<file path="config.mk">
export PLATFORM = sky130hd
export DESIGN_NAME = mult_seq_ctrl
export DESIGN_NICKNAME = d
export VERILOG_FILES = /design/src/rtl/mult_seq_ctrl.sv
export SDC_FILE = /design/constraint.sdc
export NUM_CORES = 1
export LEC_CHECK = 0
export CAP_MARGIN = 20
export CORE_AREA = 5 5 42 44
export DETAILED_ROUTE_END_ITERATION = 10
export DIE_AREA = 0 0 47 49
export PLACE_DENSITY = 0.56
export REMOVE_ABC_BUFFERS = 1
export SETUP_SLACK_MARGIN = 0.15
export SYNTH_ARGS = -nofsm -noshare
export SYNTH_HDL_FRONTEND = slang
export SYNTH_SLANG_ARGS = --single-unit
</file>
<file path="constraint.sdc">
create_clock -name clk -period 3.1 [get_ports clk]
set_input_delay 0.31 -clock clk [delete_from_list [all_inputs] [get_ports clk]]
set_output_delay 0.31 -clock clk [all_outputs]
set_load 0.005 [all_outputs]
</file>
<file path="src/rtl/mult_seq_ctrl.sv">
// mult_seq_ctrl
// Sequencer for a shift-add multiplier datapath. The datapath is a 17-bit
// product/multiplier register plus an 8-bit adder. On a start request this
// block loads the register, then steps through WIDTH multiplier bits. For
// each bit it issues ADD (when the register LSB is 1) and SHIFT. When the
// operation finishes, it holds done until the requester acknowledges.
//
// Ports
//   clk         rising-edge clock
//   n_reset     asynchronous, active-low reset
//   start       operation request (taken in IDLE, or in DONE with result_ack)
//   lsb         register bit 0 from the datapath (current multiplier bit)
//   abort       cancel an operation in flight (LOAD/RUN/ADDC/DONE -> IDLE)
//   result_ack  consumer acknowledge of done
//   RESET       load the register with {0, multiplier}
//   ADD         write {carry,sum} into the upper register half
//   SHIFT       shift the register right by one
//   ready       idle, a start will be accepted
//   busy        operation in progress (LOAD, RUN, ADDC)
//   done        product valid in the register, held until result_ack
//   count       shift steps completed in the current or last operation

module mult_seq_ctrl #(
    parameter int WIDTH    = 8,
    parameter bit COMBINED = 1'b1,
    localparam int CW      = $clog2(WIDTH + 1)
) (
    input  logic          clk,
    input  logic          n_reset,
    input  logic          start,
    input  logic          lsb,
    input  logic          abort,
    input  logic          result_ack,
    output logic          RESET,
    output logic          ADD,
    output logic          SHIFT,
    output logic          ready,
    output logic          busy,
    output logic          done,
    output logic [CW-1:0] count
);

    typedef enum logic [2:0] {
        IDLE,
        LOAD,
        RUN,
        ADDC,
        DONE
    } state_t;

    localparam logic [CW-1:0] LAST_STEP = CW'(WIDTH - 1);

    state_t state;

    // Abort takes precedence over every other transition, and count is
    // frozen on abort so the requester can see how far the operation got.
    // When count reads LAST_STEP on a shift cycle, that shift is the final
    // one, so the next state is DONE with count reaching WIDTH.
    always_ff @(posedge clk or negedge n_reset) begin
        if (!n_reset) begin
            state <= IDLE;
            count <= '0;
        end else begin
            case (state)
                IDLE: begin
                    if (start) state <= LOAD;
                end
                LOAD: begin
                    if (abort) begin
                        state <= IDLE;
                    end else begin
                        count <= '0;
                        state <= RUN;
                    end
                end
                RUN: begin
                    if (abort) begin
                        state <= IDLE;
                    end else if (COMBINED || !lsb) begin
                        count <= count + 1'b1;
                        state <= (count == LAST_STEP) ? DONE : RUN;
                    end else begin
                        state <= ADDC;
                    end
                end
                ADDC: begin
                    if (abort) begin
                        state <= IDLE;
                    end else begin
                        count <= count + 1'b1;
                        state <= (count == LAST_STEP) ? DONE : RUN;
                    end
                end
                DONE: begin
                    if (abort) begin
                        state <= IDLE;
                    end else if (result_ack) begin
                        state <= start ? LOAD : IDLE;
                    end
                end
                default: state <= IDLE;
            endcase
        end
    end

    // Outputs are decoded from the state register. ADD in RUN also follows
    // lsb directly, because the register's current bit decides whether this
    // step adds.
    // In the separate-cycle mode, an LSB=1 bit spends its RUN cycle adding.
    // The shift for that bit then happens in ADDC.
    always_comb begin
        RESET = 1'b0;
        ADD   = 1'b0;
        SHIFT = 1'b0;
        case (state)
            LOAD: RESET = 1'b1;
            RUN: begin
                ADD = lsb;
                if (COMBINED) SHIFT = 1'b1;
                else          SHIFT = ~lsb;
            end
            ADDC: SHIFT = 1'b1;
            default: ;
        endcase
    end

    assign ready = (state == IDLE);
    assign busy  = (state == LOAD) || (state == RUN) || (state == ADDC);
    assign done  = (state == DONE);

endmodule

</file>
# Yosys cells after proc, flatten, opt, wreduce, memory -nomap -nowiden
# Index checks and enable logic that the tools add are counted.
# Widths: inputs -> output; s select.
[totals] inputBits=6 reg_bits=7
[classes] eq_ne=9 addsub=1 mux=14 reduce_logical=7
[ops] operator="$mux 3" count=5
[ops] operator="$pmux 3 s4" count=1
[ops] operator="$mux 4" count=2
[ops] operator="$pmux 4 s2" count=1
[ops] operator="$eq 3x2->1 const B" count=2
[ops] operator="$ne 2x2->1 const B" count=3
[ops] operator="$add 4x1->4 const B" count=1
[ops] operator="$eq 4x3->1 const B" count=1
[ops] operator="$mux 1" count=4
[ops] operator="$eq 3x1->1 const B" count=1
[ops] operator="$eq 3x3->1 const B" count=1
[ops] operator="$logic_not 3->1" count=1
[ops] operator="$ne 3x3->1 const B" count=1
[ops] operator="$reduce_and 3->1" count=1
[ops] operator="$logic_or 1x1->1" count=2
[ops] operator="$mux 2" count=1
[ops] operator="$reduce_and 2->1" count=1
[ops] operator="$reduce_bool 2->1" count=1
[ops] operator="$reduce_or 2->1" count=1

# Longest topological paths before layout
[depth] depth_word=4 depth_mapped=4 depth_no_buf=4

# Worst setup path after synthesis
# No wires, ideal clock.
[synth_timing] kind="flip-flop to flip-flop" start="register count[0]" end="register count[2]" stages_incl_launch_ff=5 slack_ps=1826 setup_time_ps=66 required_time_ps=3034 arrival_ps=1208 n_path_buf=0 path_cell_list="dfrtp_1 ha_1 or4b_1 o21ai_1 a22o_1"
[synth_via] elab_chain_cells=3
[synth_rtl] item="from (decl)" line_no="40" text="output logic [CW-1:0] count"
[synth_rtl] item="from (signal assigned)" line_no="80" text="count <= count + 1'b1;"
[synth_rtl] item="from (signal assigned)" line_no="90" text="count <= count + 1'b1;"
[synth_rtl] item="$add 4x1->4" line_no="80, 90"
[synth_rtl] item="$mux 4" line_no="77" text="if (abort) begin"
[synth_rtl] item="$pmux 4 s2" line_no="64" text="case (state)"
# No other way between the ends. The select of a mux whose other input is x is not followed.
# A chain may end at the register's enable or synchronous reset.

# Worst setup path after layout
[layout_timing] start="register state[1]" end="output port done"
[layout_via] elab_chain_cells=1
[layout_rtl] item="from (decl)" line_no="53" text="state_t state;"
[layout_rtl] item="from (signal assigned)" line_no="81" text="state <= (count == LAST_STEP) ? DONE : RUN;"
[layout_rtl] item="from (signal assigned)" line_no="91" text="state <= (count == LAST_STEP) ? DONE : RUN;"
[layout_rtl] item="from (signal assigned)" line_no="98" text="state <= start ? LOAD : IDLE;"
[layout_rtl] item="$eq 3x3->1" line_no="129" text="assign done = (state == DONE);"
[layout_rtl] item="to (decl)" line_no="39" text="output logic done,"
# No other way between the ends.

==> flow_metrics.env <==
export IMPL_status="completed"
export IMPL_power_total_w=0.000318
export IMPL_period_minus_slack_ns=1.96
export IMPL_ys_ff_latch=7
export IMPL_synth_edff_count=0
export IMPL_p_leak_nw=0.243
export IMPL_yosys_most_used_dff="dfrtp_1"
export IMPL_clock_tree_root_cell="clkbuf_4"
export IMPL_grt_max_degree=12
export IMPL_grt_pass1_vias=321
export IMPL_async_flop_share_pct=100
export IMPL_ys_seq_area_share_pct=46.2
export IMPL_firstDrtPassIters=4
export IMPL_vias=356
export IMPL_ir_worst_vdd_mv=0.325
export IMPL_grt_overflow_total=0
export IMPL_clkPwrFrac_pct=26.5
export IMPL_fp_row_count=14
export IMPL_die_x_um=47
export IMPL_pre_cts_slack_ns=1.39
export IMPL_crit_type="reg2out"
export IMPL_diodes=0
export IMPL_clock_sinks=7
export IMPL_switching_share_pct=29.5
export IMPL_yosysMostFrequentCell="dfrtp_1"
export IMPL_cp_required_ns=2.79
export IMPL_ff2ff_path_depth=4
export IMPL_place_congestion=0.736
export IMPL_setup_slack_ns=1.14
export IMPL_fin_tns_setup_ns=0
export IMPL_fill_cells=151
export IMPL_cp_arrival_ns=1.65
export IMPL_nets=64
export IMPL_syn_cell_area_sq_um=379
export IMPL_comb_power_share_pct=31.6
export IMPL_max_slew_margin_pct=78.8
export IMPL_grtUsageTotal_pct=8.30
export IMPL_port_buffers=15
export IMPL_intPower_w=0.000224
export IMPL_htree_levels=1
export IMPL_drcViolationCount=0
export IMPL_synthTopCellsByCount="dfrtp_1, a31oi_1"
export IMPL_cp_end_kind="output port"
export IMPL_postCtsHoldBufs=0
export IMPL_drive_gt1_share_pct=8.93
export IMPL_hold_violations=0
export IMPL_maxCapViolCount=0
export IMPL_initial_utilization_pct=27.1
export IMPL_area_growth_pct=49.2
export IMPL_post_cts_setup_buffer_count=0
export IMPL_skew_ns=0.00707
export IMPL_p_seq_share_pct=41.9
export IMPL_pin_count=16
export IMPL_max_freq_mhz=511
export IMPL_period_share_pct=63.1
export IMPL_antenna_found_initial=0
export IMPL_clockBufferDepth=2
export IMPL_numCtsBuffers=3
export IMPL_routed_wl_um=867
export IMPL_switchingPower_w=0.0000938
export IMPL_coreArea_sq_um=1400
export IMPL_crit_fanout=11
export IMPL_viasPerCell=4.94
export IMPL_drv_slew=0
export IMPL_rsz0062_at_grt="no"
export IMPL_clock_latency_ns=0.26
export IMPL_cts_repair_resized=0
export IMPL_synth_top_area_cell="dfrtp_1"
export IMPL_avgRoutedWirePerCell_um=12.0
export IMPL_finalSetupViolations=0
export IMPL_syn_avg_cell_area_sq_um=9.72
export IMPL_hpwl_um=639
export IMPL_grt_pass1_wl_um=1350
export IMPL_yosys_top_cells_area="dfrtp_1, a31oi_1, ha_1, nor2b_1, a32o_1"
export IMPL_synth_top_area_share_pct=46.2
export IMPL_worst_pin_slew_ns=0.317
export IMPL_postRouteAntennaNets=0
export IMPL_fp_dieH_um=49
export IMPL_dieArea_sq_um=2300
export IMPL_crit_path_start_kind="register"
export IMPL_cts_tree="built"
export IMPL_drt_iter0_markers=3
export IMPL_path_clk_slew_ns=0.05
export IMPL_power_density_nw_per_um2=562
export IMPL_yosys_cell_types_count=25
export IMPL_hp_class="in2async"
export IMPL_syn_inst=39
export IMPL_yosys_warnings=0
[worst max-delay path, stage by stage (launching register included)]
cell	delay (ns)
dfrtp_1	0.47
nor2_1	0.27
and2_1	0.16
clkdlybuf4s50_1	0.49
[registers in the layout, summed over array words and instances, names as in the netlist]
register / flops
count: 4
state: 3
[cells by family (layout without fill, tap and decap cells)]
group                      after synthesis  in the layout  share of synthesized area (%)
adders and majority gates                1              1                           3.30
muxes                                    1              1                           2.64
DFF                                      7              7                           46.2
AOI/OAI and AO/OA                        9              9                           15.2
and+or+nand+nor                         17             17                           28.1
buffers and inverters                    4             21                           4.62
[power groups by stage]
stage / combinational [W] / clock (W) / sequential, W
after floorplan: 0.0000406 / 0 / 0.000131
after global placement: 0.000101 / 0 / 0.000135
after detailed placement: 0.000101 / 0 / 0.000134
after CTS: 0.000103 / 0.0000885 / 0.000134
after global routing: 0.000111 / 0.0000965 / 0.000135
final: 0.000100 / 0.0000842 / 0.000133
[cell type report]
cell class              count  area (sq um)  area share [%]
multi-input cells          28           186            33.0
inverters                   2          7.51            1.33
repair buffers             15           150            26.5
flip-flops and latches      7           175            31.0
clock buffers               4          26.3            4.65
well taps                  16          20.0            3.54
[per-layer routing]
layer  vias up  track usage, %  part of all wire [%]
li1        178               -                     -
met1       163            10.3                    44
met2        15            10.9                    46
met3         0            6.27                    10
met4         0            2.76                     0
met5         -               0                     0
[per-stage QoR]
stage	utilization (%)	hold slack, ns	cell area, sq um	instances
2_1_floorplan	-	0.0144	369	37
6_report	40.4	0.309	566	72
3_3_place_gp	38.5	0.505	539	68
5_1_grt	40.4	0.323	566	72
3_5_place_dp	38.5	0.503	539	68
4_1_cts	40.4	0.314	566	72
[final timing paths]
kind | slack [ns] | startpoint | end
max | 1.14 | state[1] | done
min | 0.31 | n_reset | state[2]
max reg2reg | 1.76 | count[0] | count[2]
min reg2reg | 0.52 | count[3] | count[3]
max in group asynchronous | 2.55 | n_reset | state[0]
min in group clk | 0.52 | count[3] | count[3]
[cell usage in the layout, fill, tap and decap left out, drive strengths merged]
cell type	instances
dfrtp	7
and3b	1
o21ai	3
a31oi	3
nor2	3
inv	2
ha	1
nor3b	1
mux2i	1
a32o	1
a22o	1
clkdlybuf4s50	15
nor2b	2
nand2	1
and3	2
or4b	1
nor3	2
clkbuf	4
nand4b	1
a21oi	1
and2	1
nand2b	1
nand3	1
Power figures use the tool's default switching activity.
